### src/rtl/phys_tag_alloc_ctrl.sv
// Rename-stage controller that sits in front of the physical-tag free-list FIFO.
// Optional stall counter: define ALLOC_STALL_STATS_EN to add the stall_cycles output.
module phys_tag_alloc_ctrl #(
   parameter int NUM_PREGS = 64,
   parameter int TAG_W     = 6,
   parameter int WIDTH     = 3
) (
   input  logic                         clk,
   input  logic                         rst,
   input  logic                         alloc_valid,
   input  logic [WIDTH-1:0]             alloc_en,
   output logic                         alloc_ready,
   output logic [WIDTH-1:0][TAG_W-1:0]  alloc_tag,
   input  logic                         flush,
   input  logic [WIDTH-1:0]             free_en,
   input  logic [WIDTH-1:0][TAG_W-1:0]  free_tag,
   output logic                         fl_rst,
   output logic [WIDTH-1:0]             fl_get_en,
   output logic [WIDTH-1:0]             fl_put_en,
   output logic [WIDTH-1:0][TAG_W-1:0]  fl_put,
   input  logic [WIDTH-1:0][TAG_W-1:0]  fl_gotten,
   input  logic [TAG_W:0]               fl_len,
   output logic [1:0]                   ctrl_state,
   output logic                         free_overflow
`ifdef ALLOC_STALL_STATS_EN
   ,
   output logic [15:0]                  stall_cycles
`endif
);

   typedef enum logic [1:0] {
      ST_INIT  = 2'd0,
      ST_FILL  = 2'd1,
      ST_RUN   = 2'd2,
      ST_FLUSH = 2'd3
   } state_t;

   localparam logic [TAG_W:0] FULL = (TAG_W+1)'(NUM_PREGS);

   function automatic logic [TAG_W:0] popcnt(input logic [WIDTH-1:0] v);
      popcnt = '0;
      for (int i = 0; i < WIDTH; i++)
         popcnt = popcnt + (TAG_W+1)'(v[i]);
   endfunction

   state_t                        state;
   state_t                        state_next;
   logic [WIDTH-1:0]              free_q_en;
   logic [WIDTH-1:0][TAG_W-1:0]   free_q_tag;
   logic                          transfer;
   logic                          put_overflow;
   logic [TAG_W+1:0]              occ_after_put;
   logic [TAG_W+1:0]              occ_limit;

   always_ff @(posedge clk) begin
      if (!rst) state <= ST_INIT;
      else      state <= state_next;
   end

   always_comb begin
      state_next = state;
      case (state)
         ST_INIT:  state_next = ST_FILL;
         ST_FILL:  if (fl_len == FULL) state_next = ST_RUN;
         ST_RUN:   if (flush) state_next = ST_FLUSH;
         ST_FLUSH: state_next = ST_RUN;
         default:  state_next = ST_INIT;
      endcase
   end

   assign ctrl_state = state;
   assign fl_rst     = (state == ST_INIT);

   // A group is granted only as a whole; a zero-slot request is always satisfiable in RUN.
   assign alloc_ready = (state == ST_RUN) && !flush && (fl_len >= popcnt(alloc_en));
   assign transfer    = alloc_valid && alloc_ready;
   assign fl_get_en   = transfer ? alloc_en : '0;

   always_comb begin
      alloc_tag = '0;
      for (int i = 0; i < WIDTH; i++)
         if (fl_get_en[i]) alloc_tag[i] = fl_gotten[i];
   end

   // Frees are staged one cycle so they can never be granted back in the cycle they arrive.
   always_ff @(posedge clk) begin
      if (!rst || state == ST_INIT) begin
         free_q_en  <= '0;
         free_q_tag <= '0;
      end else begin
         free_q_en  <= free_en;
         free_q_tag <= free_tag;
      end
   end

   // One extra bit keeps fl_len + pushes from wrapping before the compare.
   assign occ_after_put = {1'b0, fl_len} + {1'b0, popcnt(free_q_en)};
   assign occ_limit     = {1'b0, FULL} + {1'b0, popcnt(fl_get_en)};
   assign put_overflow  = occ_after_put > occ_limit;

   always_comb begin
      fl_put_en = '0;
      fl_put    = '0;
      if (!put_overflow) begin
         fl_put_en = free_q_en;
         for (int i = 0; i < WIDTH; i++)
            if (free_q_en[i]) fl_put[i] = free_q_tag[i];
      end
   end

   always_ff @(posedge clk) begin
      if (!rst)              free_overflow <= 1'b0;
      else if (put_overflow) free_overflow <= 1'b1;
   end

`ifdef ALLOC_STALL_STATS_EN
   always_ff @(posedge clk) begin
      if (!rst)
         stall_cycles <= '0;
      else if (state == ST_RUN && alloc_valid && !alloc_ready && stall_cycles != 16'hFFFF)
         stall_cycles <= stall_cycles + 16'd1;
   end
`endif

endmodule

### config.mk
export PLATFORM = sky130hd
export DESIGN_NAME = phys_tag_alloc_ctrl
export DESIGN_NICKNAME = d
export VERILOG_FILES = /design/src/rtl/phys_tag_alloc_ctrl.sv
export SDC_FILE = /design/constraint.sdc
export NUM_CORES = 1
export LEC_CHECK = 0
export ABC_AREA = 1
export CORE_MARGIN = 5
export CORE_UTILIZATION = 35
export CTS_CLUSTER_DIAMETER = 50
export DETAILED_ROUTE_END_ITERATION = 16
export PLACE_DENSITY = 0.81
export SYNTH_ARGS = -nofsm -noshare
export SYNTH_HDL_FRONTEND = slang
export SYNTH_SLANG_ARGS = --single-unit
export TNS_END_PERCENT = 50
### constraint.sdc
create_clock -name clk -period 4.37 [get_ports clk]
set_clock_uncertainty 0.05 [all_clocks]
set_input_delay 0.6555 -clock clk [delete_from_list [all_inputs] [get_ports clk]]
set_output_delay 0.6555 -clock clk [all_outputs]
set_load 0.02 [all_outputs]
==> results.cfg <==
[cts]
htreeDepth = 1
clk_pin_slew_ns = 0.08
clock-sinks = 24
cts_buffers = 3
clkLatencyLatePin_ns = 0.26
ctsHoldBuffers = 0
cts_max_path_buffers = 2
cts_tree = yes
cts-root-buf = clkbuf_8

[timing]
worst_slack_ns = -0.0842
hold_violations = 0
tightest_slew_ns = 0.327
setup_viol = 20
fmax_mhz = 225
slew_violations = 0
rsz0062_at_grt = yes
setup_tns_ns = -0.942
layout_worst_path_cycle_share_pct = 102
slew_headroom_pct = 78.2
finalCriticalPeriod_ns = 4.45

[layout]
drive_above_1_share_pct = 24.6
finalInstanceArea_um2 = 2970
final_nets = 414
multiInputGateArea_um2 = 823
num-fill-cells = 268
diodes = 0
layout.area.seq_um2 = 480
area_growth_pct = 110

[yosys]
yosysSeqAreaShare_pct = 34.0
synth_xor_area_share_pct = 0
synth_top_area_cell = dfxtp_1
synth_top_family_by_area = simple AND/OR/NAND/NOR gates
synth_fa_ha_area_share_pct = 11.0
synth_edf_count = 0
ys_ff_latch = 24
synthFlopType = dfxtp_1
ys_top_cells_by_area = dfxtp_1, nor2_1, inv_1
muxShareOfSynthArea_pct = 0
yosysMostFrequentCell = nor2_1
synth-compound-area-share_pct = 3.28
ys_types = 15
synth_area_per_cell_um2 = 6.22
syn-cell-area_um2 = 1410
syn_inst = 227
synth_nets = 290
yosys.area_share.simple_pct = 32.1
synth_common_cells = nor2_1, inv_1, nand2_1
ys_warn_count = 0
synthArstFlopShare_pct = 0
synth_top_area_share_pct = 34.0

[die]
std_cell_rows = 23
start_util_pct = 35.8
die_width_um = 73.5
dieHeight_um = 73.5
die_area_um2 = 5410
core_um2 = 3940
pin_count = 100

[hold_path]
hold_class = flop to flop

[setup_path]
end_kind = primary output
worstPathArrival_ns = 3.75
path_cells = buf_8, inv_4, fa_1, inv_2, ha_4, o21ai_4, a31oi_4, nand3_2, fa_1, inv_1, ha_1, nand2_1, o21ai_1, nand2_1, nand2_2, inv_4, buf_12, buf_16, nor2_4, buf_6
crit_buf_inv = 8
cpMaxStageDelayCell = fa_1
slowest_delay_ns = 0.55
cp.required_ns = 3.66
crit_path_start_kind = primary input
critPathKind = primary input to primary output
crit_fanout = 5
crit_family = adder cells

[routing]
wl_um = 4980
ant_nets = 0
viasPerCell = 4.32
drc = 0
dr.pass1.iters = 4
vias = 1728
wl_per_cell_um = 12.5
drt_iter0_markers = 51

[run_status]
violations = negative setup slack
run_status = complete, but fails checks

[grt]
grtUsageTotal_pct = 17.4
grt_pass1_vias = 1691
grt_pass1_wl_um = 7510
grt_overflow = 0
grt_max_degree = 23
antenna_found_initial = 0

[placed_design]
hpwl_um = 3610
place_area_um2 = 2570
routabilityCongestion = 0.864
io_buffers = 99

[power_and_ir_drop]
ir_drop_mv = 0.204
leakagePower_nw = 1.43
power_density_nw_per_um2 = 197

[flow_run]
maxCapViolations = 0
==> per-layer routing <==
metal / track usage (%) / part of all wire, %
met2: 32.3 / 51
met1: 19.0 / 37
met3: 5.20 / 11
met4: 4.83 / 1.5
met5: 0 / 0
==> layout by cell type, fill, tap and decap left out <==
master / count
buf_16: 2
nand2_1: 33
buf_4: 22
nand3_1: 2
inv_1: 64
buf_2: 1
o21ai_1: 2
buf_8: 1
nor2_2: 4
inv_2: 3
a31oi_4: 1
bufbuf_16: 1
bufinv_16: 1
ha_4: 1
a21oi_1: 2
buf_12: 1
nor2_4: 18
ha_1: 5
nand2_2: 1
nor3_1: 1
buf_6: 20
nand3_2: 3
o21ai_4: 1
fa_1: 4
dfxtp_1: 24
inv_4: 2
clkdlybuf4s50_1: 75
clkbuf_8: 3
nor2_1: 52
==> sequential cells by signal, summed over array words and instances, names as in the netlist <==
| signal | cells |
|---|---|
| ctrl_state | 2 |
| free_overflow | 1 |
| free_q_en | 3 |
| free_q_tag | 18 |
==> tightest hold or removal path, cell delays in order (launching register included) <==
cell,delay (ns)
dfxtp_1,0.32
inv_1,0.05
a21oi_1,0.05
==> where the power goes <==
group | internal [W] | switching [W]
Combinational | 0.0000931 | 0.0000686
Clock | 0.000122 | 0.0000678
Sequential | 0.000228 | 0.00000564
==> repair_timing <==
item | 4_1_cts | 5_1_grt
gates resized for setup | 185 | 8
pin swaps | 12 | 5
setup endpoints to repair | 21 | 21
cloned | 3 | 0
buffers inserted | 5 | 2
==> cell families (layout without fill, tap and decap cells) <==
kind of cell	Yosys count	count (layout)
flip-flops	24	24
adder cells (fa/ha/maj)	10	10
AO/OA/AOI/OAI	6	6
AND/OR/NAND/NOR	114	114
buffers and inverters	73	196
==> area by class of cell <==
class,instances,share of cell area [%]
inverters,69,8.89
repair buffers,123,42.7
clock inverters,1,1.01
clock buffers,3,1.39
multi-input cells,130,27.7
flip-flops and latches,24,16.2
well taps,50,2.11
==> through the flow <==
stage	instances	setup slack (ns)	util, %	hold WS [ns]	total power [W]
2_1_floorplan	227	-0.0610	-	0.473	0.000282
3_3_place_gp	387	-0.902	65.2	0.390	0.000355
3_5_place_dp	387	-1.01	65.2	0.395	0.000359
4_1_cts	399	-0.0941	74.6	0.408	0.000589
5_1_grt	400	-0.209	75.3	0.433	0.000616
6_report	400	-0.0842	75.3	0.406	0.000585
==> path summary, 6_finish.rpt <==
check,startpoint,end,slack (ns),depth (start not counted)
max reg2reg,free_q_en[0]$_SDFF_PP0_,free_overflow$_SDFFE_PN0N_,1.55,14
min reg2reg,free_overflow$_SDFFE_PN0N_,free_overflow$_SDFFE_PN0N_,0.41,2
max,alloc_en[0],fl_put_en[2],-0.08,20
min,free_overflow$_SDFFE_PN0N_,free_overflow$_SDFFE_PN0N_,0.41,2
No activity file was read; power rests on OpenSTA's default activity.
